File: src/rtl/cmip_fifo_burst_reader_pkg.sv
// Shared types and constants for the FIFO burst reader and its skid buffer.
package cmip_fifo_rd_pkg;

    typedef enum logic [1:0] {
        ST_IDLE  = 2'd0,
        ST_READ  = 2'd1,
        ST_DRAIN = 2'd2
    } rd_state_e;

    localparam int SKID_DPTH = 2;
    localparam int OCC_WDTH  = $clog2(SKID_DPTH + 1);

endpackage

File: src/rtl/cmip_fifo_burst_reader_skid.sv
// Two-entry valid/ready buffer; entry 0 always drives the output, entry 1 catches overflow.
module cmip_skid_buf_2e
    import cmip_fifo_rd_pkg::*;
#(
    parameter int WDTH = 514
) (
    input  logic                i_clk,
    input  logic                i_rst_n,
    input  logic                i_push,
    input  logic [WDTH-1:0]     i_data,
    output logic                o_vld,
    output logic [WDTH-1:0]     o_data,
    input  logic                i_rdy,
    output logic [OCC_WDTH-1:0] o_occ
);

    logic [WDTH-1:0]     ent0_q, ent0_d;
    logic [WDTH-1:0]     ent1_q, ent1_d;
    logic [OCC_WDTH-1:0] occ_q, occ_d;
    logic [OCC_WDTH-1:0] wr_idx;
    logic                pop;
    logic                push_ok;

    always_comb begin
        pop     = (occ_q != '0) && i_rdy;
        wr_idx  = occ_q - OCC_WDTH'(pop);
        push_ok = i_push && (wr_idx < OCC_WDTH'(SKID_DPTH));
        ent0_d  = ent0_q;
        ent1_d  = ent1_q;
        if (pop) begin
            ent0_d = ent1_q;
        end
        // A push lands in the slot that is free after this cycle's pop.
        if (push_ok) begin
            if (wr_idx == '0) begin
                ent0_d = i_data;
            end else begin
                ent1_d = i_data;
            end
        end
        occ_d = occ_q - OCC_WDTH'(pop) + OCC_WDTH'(push_ok);
    end

    always_ff @(posedge i_clk) begin
        if (!i_rst_n) begin
            ent0_q <= '0;
            ent1_q <= '0;
            occ_q  <= '0;
        end else begin
            ent0_q <= ent0_d;
            ent1_q <= ent1_d;
            occ_q  <= occ_d;
        end
    end

    assign o_vld  = (occ_q != '0);
    assign o_data = ent0_q;
    assign o_occ  = occ_q;

endmodule

File: src/rtl/cmip_fifo_burst_reader.sv
// Pops whole bursts (or a flushed partial) from a 1-cycle-latency FIFO and streams them out
// with sop/eop markers; reads are throttled so the skid buffer can always take the returning word.
module cmip_fifo_burst_reader
    import cmip_fifo_rd_pkg::*;
#(
    parameter int DPTH      = 32,
    parameter int DATA_WDTH = 512,
    parameter int ADDR_WDTH = $clog2(DPTH),
    parameter int CNT_WDTH  = 16
) (
    input  logic                 i_clk,
    input  logic                 i_rst_n,
    input  logic                 i_en,
    input  logic [ADDR_WDTH:0]   i_burst_len,
    input  logic                 i_flush,
    output logic                 o_fifo_rd,
    input  logic [DATA_WDTH-1:0] i_fifo_dout,
    input  logic                 i_fifo_empty,
    input  logic [ADDR_WDTH:0]   i_fifo_rd_cnt,
    output logic                 o_vld,
    output logic [DATA_WDTH-1:0] o_data,
    output logic                 o_sop,
    output logic                 o_eop,
    input  logic                 i_rdy,
    output logic                 o_busy,
    output logic                 o_burst_done,
    output logic                 o_unfl_int,
    output logic [CNT_WDTH-1:0]  o_burst_cnt
);

    localparam int                 SKW    = DATA_WDTH + 2;
    localparam logic [ADDR_WDTH:0] DPTH_V = (ADDR_WDTH + 1)'(DPTH);
    localparam logic [ADDR_WDTH:0] ONE_V  = (ADDR_WDTH + 1)'(1);

    rd_state_e           state_q;
    logic [ADDR_WDTH:0]  rem_q;
    logic                sop_pend_q;
    logic                infl_q, infl_sop_q, infl_eop_q;
    logic                unfl_seen_q, unfl_int_q;
    logic [CNT_WDTH-1:0] burst_cnt_q;

    logic [ADDR_WDTH:0]  len_clamped;
    logic                start_full, start_flush;
    logic                skid_vld, skid_pop, burst_done, rd_room, fifo_rd, unfl_hit;
    logic [SKW-1:0]      skid_data;
    logic [OCC_WDTH-1:0] skid_occ, occ_ahead;

    always_comb begin
        len_clamped = (i_burst_len > DPTH_V) ? DPTH_V : i_burst_len;
        start_full  = i_en && (i_burst_len != '0) && (i_fifo_rd_cnt >= len_clamped);
        start_flush = i_en && i_flush && (i_fifo_rd_cnt != '0);
        skid_pop    = skid_vld && i_rdy;
        burst_done  = skid_pop && skid_data[0];
        // Room is judged after this cycle's pop so a steady stream reads every cycle.
        occ_ahead   = skid_occ - OCC_WDTH'(skid_pop) + OCC_WDTH'(infl_q);
        rd_room     = (state_q == ST_READ) && (rem_q != '0) && (occ_ahead < OCC_WDTH'(SKID_DPTH));
        fifo_rd     = rd_room && !i_fifo_empty && i_rst_n;
        unfl_hit    = rd_room && i_fifo_empty && !unfl_seen_q;
    end

    always_ff @(posedge i_clk) begin
        if (!i_rst_n) begin
            state_q     <= ST_IDLE;
            rem_q       <= '0;
            sop_pend_q  <= 1'b0;
            infl_q      <= 1'b0;
            infl_sop_q  <= 1'b0;
            infl_eop_q  <= 1'b0;
            unfl_seen_q <= 1'b0;
            unfl_int_q  <= 1'b0;
            burst_cnt_q <= '0;
        end else begin
            infl_q     <= fifo_rd;
            infl_sop_q <= sop_pend_q;
            infl_eop_q <= (rem_q == ONE_V);
            unfl_int_q <= unfl_hit;
            if (burst_done) begin
                burst_cnt_q <= burst_cnt_q + CNT_WDTH'(1);
            end
            case (state_q)
                ST_IDLE: begin
                    if (start_full) begin
                        rem_q       <= len_clamped;
                        sop_pend_q  <= 1'b1;
                        unfl_seen_q <= 1'b0;
                        state_q     <= ST_READ;
                    end else if (start_flush) begin
                        rem_q       <= i_fifo_rd_cnt;
                        sop_pend_q  <= 1'b1;
                        unfl_seen_q <= 1'b0;
                        state_q     <= ST_READ;
                    end
                end
                ST_READ: begin
                    if (unfl_hit) begin
                        unfl_seen_q <= 1'b1;
                    end
                    if (fifo_rd) begin
                        rem_q      <= rem_q - ONE_V;
                        sop_pend_q <= 1'b0;
                        if (rem_q == ONE_V) begin
                            state_q <= ST_DRAIN;
                        end
                    end
                end
                ST_DRAIN: begin
                    if (burst_done || ((skid_occ == '0) && !infl_q)) begin
                        state_q <= ST_IDLE;
                    end
                end
                default: state_q <= ST_IDLE;
            endcase
        end
    end

    cmip_skid_buf_2e #(
        .WDTH (SKW)
    ) u_skid (
        .i_clk   (i_clk),
        .i_rst_n (i_rst_n),
        .i_push  (infl_q),
        .i_data  ({i_fifo_dout, infl_sop_q, infl_eop_q}),
        .o_vld   (skid_vld),
        .o_data  (skid_data),
        .i_rdy   (i_rdy),
        .o_occ   (skid_occ)
    );

    assign o_fifo_rd    = fifo_rd;
    assign o_vld        = skid_vld;
    assign o_data       = skid_data[SKW-1:2];
    assign o_sop        = skid_data[1];
    assign o_eop        = skid_data[0];
    assign o_busy       = (state_q != ST_IDLE);
    assign o_burst_done = burst_done;
    assign o_unfl_int   = unfl_int_q;
    assign o_burst_cnt  = burst_cnt_q;

endmodule

File: config.mk
export PLATFORM = sky130hd
export DESIGN_NAME = cmip_fifo_burst_reader
export DESIGN_NICKNAME = d
export VERILOG_FILES = /design/src/rtl/cmip_fifo_burst_reader_pkg.sv /design/src/rtl/cmip_fifo_burst_reader_skid.sv /design/src/rtl/cmip_fifo_burst_reader.sv
export SDC_FILE = /design/constraint.sdc
export NUM_CORES = 2
export LEC_CHECK = 0
export CAP_MARGIN = 20
export CORE_AREA = 4 4 407 409
export CTS_CLUSTER_DIAMETER = 60
export DETAILED_ROUTE_END_ITERATION = 8
export DIE_AREA = 0 0 411 413
export GPL_ROUTABILITY_DRIVEN = 0
export PLACE_DENSITY_LB_ADDON = 0.08
export SLEW_MARGIN = 0
export SYNTH_ARGS = -nofsm -noshare
export SYNTH_HDL_FRONTEND = slang
export SYNTH_HIERARCHICAL = 1
export SYNTH_SLANG_ARGS = --single-unit
File: constraint.sdc
create_clock -name i_clk -period 3 [get_ports i_clk]
set_input_delay 0.6 -clock i_clk [delete_from_list [all_inputs] [get_ports i_clk]]
set_output_delay 0.6 -clock i_clk [all_outputs]
set_load 0.005 [all_outputs]
==> reports/summary.txt <==
Synth area leader = dfxtp_1
routed wire length = 190400 um
yosys synthesis warning count = 6
vias in the first global route = 40924
number of non-filler instances in the completed layout = 8562
Setup crit end kind = flip-flop
# DRC = 0
Placement Setup Slack = -0.3973 ns
final number of max-transition violations = 0
die span in x = 411 um
number of port buffers = 1064
maximum clock insertion buffer count = 3
clock power share = 37.8%
Final setup violation count = 1
utilization after layout = 39.03%
worst vdd ir = 533.3 uV
placed wire-length estimate = 132100 um
grt met2 use = 35.60%
syn nets = 5901
chip height = 413 um
sequential share of power = 35.9%
area fraction of the dominant cell type after synthesis = 47.59%
min-delay src = unfl_seen_q
crit path from = u_skid/o_occ[0]
worst-skew pair later-pin latency = 0.76 ns
status = finished, violations left
Pleak = 20.90 nW
Netlist Area Pre-Place = 44590 um^2
reg2reg start = u_skid/o_occ[0]
site row count = 148
number of flops mapped to enable cells by yosys = 0
failing checks = setup timing
M3 GR Usage = 6.482%
Net Sw Frac = 33.40%
Async S/R FF share, synth = 0%
via count = 41909
initial antenna violation count = 48
TritonCTS sink count = 1060
Max Fanout on Critical Path = 8
Yosys reg bits = 1060
1st-iter DRT viols = 2710
Crit Path Category = reg -> reg
Final #Nets = 6794
Fin Clk Skew = 0.02348 ns
clk root buf = clkbuf_16
GRT overflow = 0
H-tree Lvls = 4
share of cells above drive strength 1 = 7.107%
TritonCTS clock tree = done
initial core utilization = 27.52%
Synth cell types = 57
P_int = 29.60 mW
ys flop type = dfxtp_1
Logic pwr share = 26.2%
commonest non-fill, non-tap cells in the layout = nand2_1, clkdlybuf4s50_1, dfxtp_1
most common cell after layout, fill and taps aside = nand2_1
Slew headroom = 31.81%
P_sw = 14.85 mW
filler cell count = 16413
Hold Path Class = reg -> reg
detailed-route vias per instance = 4.895
Gate Count Post-Synth = 5359
max_cap viols = 0
setup ws final = -0.005786 ns
first-pass GRT wire length = 276400 um
crit path time final = 3.006 ns
DIE AREA = 169700 um^2
GR peak layer = met2
power density cells = 702.8 nW/um^2
Area growth, synth to finish = 41.81%
CTS clk-pin slew, worst paths = 0.06 ns
DP Cell Count = 8279
maximum clock frequency = 332.7 MHz
Hold Fails Final Rpt = 0
CP startpoint kind = flip-flop
met1 Usage GRT = 25.85%
Seq/Total Area, Yosys = 47.59%
fin crit share = 100.2%
worst path required time = 3.68 ns
RSZ-0062 raised after global routing = yes
core area = 162000 um^2
DRT Pass-1 Iters = 5
synth top area cells = dfxtp_1, nand2_1, mux2i_1
Tot GR Track Use = 21.36%
Routed Antenna Nets = 0
Ports = 1065
Worst-Margin Slew = 1.023 ns
total CTS buffers = 139
Syn Area/Cell = 8.321 um^2
Arr. time, crit path = 3.68 ns
largest net degree at the start of global routing = 217
Avg WL per Cell = 22.24 um
synth_stat cells, types with 3 or more instances:
master and number:
buf_2 149, o21a_1 4, a21oi_1 7, ha_1 12, xnor2_1 3, a31oi_1 516, clkbuf_1 318, and2_1 3
o31ai_1 514, buf_1 22, nand2_1 2080, xor2_1 13, dfxtp_1 1060, and3_1 3, nor2_1 23, a21o_1 3
nand4_1 7, o21ai_0 10, nand3_1 9, o211ai_1 4, buf_4 28, inv_1 13, mux2i_1 515
critical path, stage by stage, from the launching register on:
cell and delay, ns:
dfxtp_2 0.31, or2_4 0.25, and2_4 0.16, ha_4 0.16
xor2_2 0.20, xnor2_2 0.14, nand4_1 0.12, buf_4 0.16
buf_4 0.12, buf_4 0.12, buf_4 0.12, buf_4 0.12
buf_6 0.10, buf_6 0.10, buf_6 0.12, a21oi_4 0.11
buf_6 0.14, and2_4 0.19, a41o_2 0.19
layout make-up:
cell class                 count  area (um^2)  share of cell area, %
multi-input combinational   3767        21170                  33.48
inverter                      13        58.81                0.09299
clock inverter                43        528.0                 0.8349
tap                         2175         2721                  4.303
clock buffer                 206         4115                  6.507
sequential                  1060        21220                  33.56
timing repair buffer        1271        13350                  21.11
antenna                       27        67.56                 0.1068
stage by stage:
| step | hold slack (ns) | TNS, ns | area [um^2] | power, mW |
|---|---|---|---|---|
| after floorplan | 0.4048 | 0 | 44590 | 21.13 |
| after global placement | 0.4289 | -19.45 | 58400 | 27.98 |
| after detailed placement | 0.4233 | -18.60 | 58400 | 27.93 |
| after CTS | 0.3328 | -0.1050 | 63150 | 45.10 |
| after global routing | 0.3773 | -0.9115 | 63190 | 46.39 |
| final | 0.4280 | -0.005786 | 63240 | 44.44 |
worst paths after layout:
| path | to | slack (ns) | cells after the start |
|---|---|---|---|
| max | rem_q[3] | -0.006 | 18 |
| min | o_unfl_int | 0.43 | 1 |
| max reg2reg | rem_q[3] | -0.006 | 18 |
| min reg2reg | o_unfl_int | 0.43 | 1 |
flip-flops by register name (all words and copies together), names as in the netlist:
| name | count |
|---|---|
| rem_q | 6 |
| infl_q | 1 |
| infl_sop_q | 1 |
| unfl_seen_q | 1 |
| o_burst_cnt | 16 |
| u_skid/o_occ | 2 |
| state_q | 2 |
| infl_eop_q | 1 |
| o_unfl_int | 1 |
| sop_pend_q | 1 |
| u_skid/o_data | 514 |
| u_skid/ent1_q | 514 |
timing repair:
action	in CTS	in global routing
pin swaps	5	2
setup endpoints to repair	1	8
resized for setup	21	2
hold buffers	0	0
buffers inserted	10	1
routing by layer:
metal,share of wire [%],vias to the layer above
met4,3.4,38
met2,48,1192
met5,0.15,-
li1,-,20369
met3,7.1,281
met1,42,20029
cell families (layout without fill, tap and decap cells):
| group | Yosys count | count (layout) | share of synthesized area (%) |
|---|---|---|---|
| mux | 515 | 515 | 11.56 |
| compound gates | 1078 | 1078 | 16.73 |
| buf+inv | 532 | 1533 | 5.163 |
| other cells | 0 | 27 | 0 |
| fa+ha+maj | 12 | 12 | 0.3367 |
| xor+xnor | 16 | 16 | 0.3143 |
| flops | 1060 | 1060 | 47.59 |
| simple gates | 2146 | 2146 | 18.32 |
power groups by stage:
stage	combinational, mW	clock (mW)	sequential [mW]
global route	12.4	17.9	16.1
detailed placement	11.7	0	16.3
finish	11.7	16.8	16.0
floorplan	5.14	0	16.0
global placement	11.7	0	16.3
CTS	11.8	17.4	16.0
Note: power is estimated with default switching activity, not from simulation.
